<file path="config.mk">
export PLATFORM = sky130hd
export DESIGN_NAME = picorv32_mem_arbiter
export DESIGN_NICKNAME = d
export VERILOG_FILES = /design/src/rtl/picorv32_mem_arbiter.sv
export SDC_FILE = /design/constraint.sdc
export NUM_CORES = 1
export LEC_CHECK = 0
export BUFFER_PORTS_ARGS = -buffer_cell sky130_fd_sc_hd__buf_2
export CORE_AREA = 2 2 127 129
export DETAILED_ROUTE_END_ITERATION = 6
export DIE_AREA = 0 0 129 131
export SLEW_MARGIN = 10
export SYNTH_ARGS = -nofsm -noshare
export SYNTH_HDL_FRONTEND = slang
export SYNTH_SLANG_ARGS = --single-unit
export TNS_END_PERCENT = 1
</file>
<file path="constraint.sdc">
create_clock -name clk -period 4.8 [get_ports clk]
set_input_delay 0.24 -clock clk [delete_from_list [all_inputs] [get_ports clk]]
set_output_delay 0.24 -clock clk [all_outputs]
set_load 0.01 [all_outputs]
</file>
<file path="src/rtl/picorv32_mem_arbiter.sv">
// Two-master / one-slave arbiter for the picorv32 native memory bus.
// Grants are held until completion, abort or a bounded-wait timeout.
module picorv32_mem_arbiter #(
   parameter int          PRIO_MODE      = 0,
   parameter int          TIMEOUT_CYCLES = 255,
   parameter logic [31:0] ERR_WORD       = 32'hDEAD_BEEF,
   parameter int          CNT_W          = 16
) (
   input  logic             clk,
   input  logic             resetn,
   input  logic             m0_valid,
   input  logic             m0_instr,
   input  logic [31:0]      m0_addr,
   input  logic [31:0]      m0_wdata,
   input  logic [3:0]       m0_wstrb,
   output logic             m0_ready,
   output logic [31:0]      m0_rdata,
   input  logic             m1_valid,
   input  logic             m1_instr,
   input  logic [31:0]      m1_addr,
   input  logic [31:0]      m1_wdata,
   input  logic [3:0]       m1_wstrb,
   output logic             m1_ready,
   output logic [31:0]      m1_rdata,
   output logic             s_valid,
   output logic             s_instr,
   output logic [31:0]      s_addr,
   output logic [31:0]      s_wdata,
   output logic [3:0]       s_wstrb,
   input  logic             s_ready,
   input  logic [31:0]      s_rdata,
   output logic [1:0]       grant,
   output logic             timeout_pulse,
   output logic [CNT_W-1:0] timeout_count
);

   typedef enum logic [1:0] {IDLE, OWN0, OWN1} state_t;

   localparam logic [15:0] LP_LAST = 16'(TIMEOUT_CYCLES - 1);

   state_t           r_state;
   state_t           w_next;
   logic             r_last_owner;
   logic [15:0]      r_wait_cnt;
   logic             r_timeout_pulse;
   logic [CNT_W-1:0] r_timeout_count;

   logic w_own0;
   logic w_own1;
   logic w_expire;
   logic w_done;

   assign w_own0 = (r_state == OWN0);
   assign w_own1 = (r_state == OWN1);

   always_comb begin
      s_valid = 1'b0;
      s_instr = 1'b0;
      s_addr  = '0;
      s_wdata = '0;
      s_wstrb = '0;
      case (r_state)
         OWN0: begin
            s_valid = m0_valid;
            s_instr = m0_instr;
            s_addr  = m0_addr;
            s_wdata = m0_wdata;
            s_wstrb = m0_wstrb;
         end
         OWN1: begin
            s_valid = m1_valid;
            s_instr = m1_instr;
            s_addr  = m1_addr;
            s_wdata = m1_wdata;
            s_wstrb = m1_wstrb;
         end
         default: ;
      endcase
   end

   // s_ready on the expiry cycle wins: it is a normal completion, not a timeout.
   assign w_expire = s_valid && !s_ready && (r_wait_cnt == LP_LAST);
   assign w_done   = s_valid && (s_ready || w_expire);

   assign m0_ready = w_own0 && w_done;
   assign m1_ready = w_own1 && w_done;
   assign m0_rdata = w_own0 ? (w_expire ? ERR_WORD : s_rdata) : 32'h0;
   assign m1_rdata = w_own1 ? (w_expire ? ERR_WORD : s_rdata) : 32'h0;

   assign grant         = {w_own1, w_own0};
   assign timeout_pulse = r_timeout_pulse;
   assign timeout_count = r_timeout_count;

   always_comb begin
      w_next = r_state;
      case (r_state)
         IDLE: begin
            if (m0_valid && m1_valid)
               w_next = ((PRIO_MODE == 1) || r_last_owner) ? OWN0 : OWN1;
            else if (m0_valid)
               w_next = OWN0;
            else if (m1_valid)
               w_next = OWN1;
         end
         default: begin
            // owner dropping valid (abort) or any completion releases the bus
            if (!s_valid || w_done)
               w_next = IDLE;
         end
      endcase
   end

   always_ff @(posedge clk or negedge resetn) begin
      if (!resetn) begin
         r_state         <= IDLE;
         r_last_owner    <= 1'b1;
         r_wait_cnt      <= '0;
         r_timeout_pulse <= 1'b0;
         r_timeout_count <= '0;
      end else begin
         r_state         <= w_next;
         r_timeout_pulse <= w_expire;
         if (r_state == IDLE)
            r_wait_cnt <= '0;
         else if (!s_ready)
            r_wait_cnt <= r_wait_cnt + 16'd1;
         if (w_done)
            r_last_owner <= w_own1;
         if (w_expire && (r_timeout_count != {CNT_W{1'b1}}))
            r_timeout_count <= r_timeout_count + 1'b1;
      end
   end

endmodule

</file>
==> results.md <==
- Summed over all instances, the cell type with the most area after synthesis is sky130_fd_sc_hd__dfrtp_1.
- The maximum vdd ir drop is 0.2208 mV.
- The remaining antenna violation count after routing is 0.
- Signal routing reaches up to met4.
- The number of hold violations in the final report came to 0.
- The total wire length after detailed routing is between 10 and 15 mm.
- The dominant synthesized flop cell is sky130_fd_sc_hd__dfrtp_1.
- The floorplan die area is 0.01690 mm².
- The total area inside the core boundary comes to approximately 0.016 mm².
- In the routed design, unresolved DRC markers number 0.
- Summed over all cells, the static leakage comes to 2.858 nW.
- The total stage count of the critical path is 9.
- The run finished with clean final reports.
- The transition at the pin with the smallest max-transition slack is 0.8261 ns.
- The clock network latency to the later pin of the worst-skew pair is 0.28 ns.
- The via count of the first global-routing pass came to between 3000 and 4000.
- The clock edge transition at the registers on the reported setup and hold paths is 0.05 ns.
- The post-route setup TNS is 0 ns.
- The routed length on met1 is ~5.7 mm.
- The Yosys step of the flow raised 0 warnings.
- The number of buffers inserted during clock tree synthesis is 5.
- The largest net degree at the start of global routing is 70.
- For this run, asynchronously set or reset flops after synthesis account for between 90% and 100%.
- The max-slew headroom at the worst pin is around 45%.
- The minimum period implied by the final worst setup slack is 3.118 ns.
- The top cell types in the final layout, fill and taps aside, are sky130_fd_sc_hd__buf_2 (329), sky130_fd_sc_hd__nor2b_1 (72), sky130_fd_sc_hd__a22oi_1 (69).
- The cell that appears most often on the critical path is sky130_fd_sc_hd__inv_1.
- The count of input and output buffers is 329.
- The area growth from synthesis to layout is 55.48%.
- For flop-to-flop paths, the worst setup slack is 1.87 ns.
- The I/O pin count is 330.
- In this run, post-CTS hold repair placed 0 buffers.
- STA classifies the critical path startpoint as a flop.
- For this run, the post-layout net count is 905.
- After synthesis, the cell types taking the most area are sky130_fd_sc_hd__dfrtp_1 (25%), sky130_fd_sc_hd__a22oi_1 (15%), sky130_fd_sc_hd__nor2b_1 (13%).
- Measured along the y axis, the die boundary spans about 130 µm.
- Timing would allow up to 320.7 MHz.
- The antenna diode count is 0.
- The global-route total usage across every layer is 13.89%.
- The capturing element type of the critical path is an output pin.
- The number of max-slew violations in the final report came to 0.
- The proportion of layout cells with a drive suffix above 1 is between 40 and 50%.
- The post-synthesis instance area is 0.003462 mm².
- The launching element of the worst setup path is r_state[1].
- The clock tree buffer depth is 2.
- The initial antenna violation count came to 0.
- Fill cells in the final layout number between 1500 and 2000.
- The first global-routing pass estimated 18.91 mm of wire.
- The average instance in the mapped netlist occupies 8.108 µm².
- The library cell used most frequently in the layout, excluding fill and tap cells, is sky130_fd_sc_hd__buf_2.
- Broken down by cell family, the worst path's largest delay share belongs to buffers and inverters.
- The length in cells of the worst reg-to-reg path is 9.
- The count of flip-flops with a built-in enable after synthesis is 0.
- The setup fix buffers added after clock tree synthesis is 0.
- The number of buffers and inverters on the critical path is 4.
- The final number of setup-violating endpoints is 0.
- The number of synthesized register bits is 36.
- On the critical path, the stage with the largest delay is an instance of sky130_fd_sc_hd__inv_2.
- Once the clock tree was built, the resizer swapped 0 gates to a different size.
- The routed length on met2 is 6.825 mm.
- Of all nets on the critical path, the largest fanout is 50.
- Setup repair after global routing left no endpoint under its margin.
- The sequential cell area fraction in the yosys report is between 20% and 30%.
- Summed over its instances, the top area cell type makes up 25.30% of the synthesized netlist area.
- For the final database, setup skew stands at 0.002372 ns.
- The routability-driven placement congestion ratio is 0.8105.
- The tool flagged a number of max-cap violations equal to 0.
- The endpoint arrival time on the critical path is between 2 and 3 ns.
- The critical path goes through inv_1 > ha_4 > a22o_1 > nand2_1 > inv_1 > nand2_4 > inv_2 > o21a_1 > buf_2.
- The total iterations of the first detailed-routing run is 4.
- The final HPWL from detailed placement is 10.61 mm.
- The number of nets handed over by synthesis was 608.
- The CTS tree is yes.
- The count of unique library cells instantiated by Yosys is 43.
- In this run the power density over the cells is 420.9 mW/mm².
- The initial utilization of the core area, before any placement, comes to between 20 and 25%.
- The CTS sink count is 36.
- The vias per cell is ~4.6.
- The worst setup path is of the flop to output pin kind.
- Power comes to 2.265 mW.
- The critical path's largest stage delay is 0.58 ns.
- The total congestion overflow after global routing is 0.
- The number of cells produced by synthesis is 427.
- In this run the worst hold path is classified as input port to asynchronous set/reset pin.
- Leaving out filler cells and counting taps, the final layout contains 940.
- For the worst setup path, the data required time is 4.56 ns.
- The detailed-route via count is approximately 4300.
- The end of the critical path is m1_rdata[31].
- The capture instance of the worst register-to-register path is timeout_count[15].
- The initialized floorplan defines between 40 and 50 standard-cell rows.
- After the first detailed-routing iteration, the DRC count stood at 245.
- The startpoint of the most critical register-to-register path is r_state[1].
- After detailed routing, the met3 layer carries 1.079 mm of wire.
- CTS placed an instance of sky130_fd_sc_hd__clkbuf_16 at the clock tree root.
- The average routed wire per standard cell is 14.49 µm.
- The final critical path takes up 64.97% of the cycle.
- Measured along the x axis, the die boundary spans 129 µm.
- The H-tree depth is 2.
- Once placement completed, the tool counted placed cells totaling 933.
worst reg2reg max path, cell delays in order (launching register included):
cell and delay (ns):
sky130_fd_sc_hd__dfrtp_1 0.42, sky130_fd_sc_hd__inv_1 0.14, sky130_fd_sc_hd__ha_4 0.48, sky130_fd_sc_hd__a22o_1 0.24, sky130_fd_sc_hd__nand2_1 0.12, sky130_fd_sc_hd__inv_1 0.14
sky130_fd_sc_hd__nand2_4 0.14, sky130_fd_sc_hd__inv_2 0.58, sky130_fd_sc_hd__nand4_1 0.19, sky130_fd_sc_hd__mux2_1 0.35
how the worst min path moves through the flow:
| stage | start | end | slack, ns | cells past startpoint |
|---|---|---|---|---|
| 6_report | resetn | timeout_count[7] | 0.05 | 1 |
| 5_1_grt | resetn | timeout_count[7] | 0.13 | 1 |
| 4_1_cts | resetn | timeout_pulse | 0.09 | 1 |
| 3_5_place_dp | resetn | timeout_pulse | 0.38 | 1 |
| 3_3_place_gp | resetn | timeout_count[10] | 0.38 | 1 |
| 2_1_floorplan | resetn | r_state[0] | -0.06 | 0 |
cell usage after synthesis, drive strengths merged, types with 2 or more instances:
cell and count:
a22oi 69, xor2 12, nand2 22, nor2b 73
xnor2 14, nor4 4, buf 15, o21ai 5
o21a 48, and4 2, inv 7, nand3 11
and3 20, nor3 6, a21oi 3, mux2 3
dfrtp 35, ha 6, nor2 22, a22o 2
or3 2, nand4 9, clkbuf 27
where the power goes:
part | internal (mW) | switching (mW)
clock | 0.218 | 0.117
combinational | 0.693 | 0.890
sequential | 0.324 | 0.0232
cells by family after synthesis:
kind of cell	count (synthesis)	synth area share [%]
and+or+nand+nor	178	30.32
adders and majority gates	6	2.168
AOI/OAI and AO/OA	129	27.47
muxes	3	0.9757
xor gates and xnor gates	26	6.578
DFF	36	26.06
buffers and inverters	49	6.433
per-stage QoR:
| stage | hold WS (ns) | util, % | instance area [µm²] | setup WS (ns) |
|---|---|---|---|---|
| finish | 0.04954 | 34.51 | 5383 | 1.682 |
| detailed placement | 0.3848 | 33.53 | 5230 | 1.886 |
| global route | 0.1266 | 34.51 | 5383 | 1.409 |
| floorplan | -0.05559 | - | 3462 | 2.845 |
| CTS | 0.08751 | 34.51 | 5383 | 1.679 |
| global placement | 0.3842 | 33.53 | 5230 | 1.946 |
cell type report:
class                      count  area, µm²  share of cell area [%]
multi-input combinational    342       2362                   43.89
timing repair buffer         332       1669                   31.01
sequential                    36      902.1                   16.76
tap                          216      270.3                   5.021
clock buffer                   7      152.6                   2.836
inverter                       7      26.28                  0.4881
routing by layer:
layer  track usage (%)  vias to the layer above
met4             1.598                        0
met3             2.809                        6
met5                 0                        -
li1                  -                     2122
met1             18.36                     1959
met2             24.21                      209
flip-flops by register name, indices dropped and copies added (netlist names):
name and cells:
r_state 2, timeout_count 16, r_wait_cnt 16, r_last_owner 1, timeout_pulse 1
Note: power is estimated with default switching activity, not from simulation.
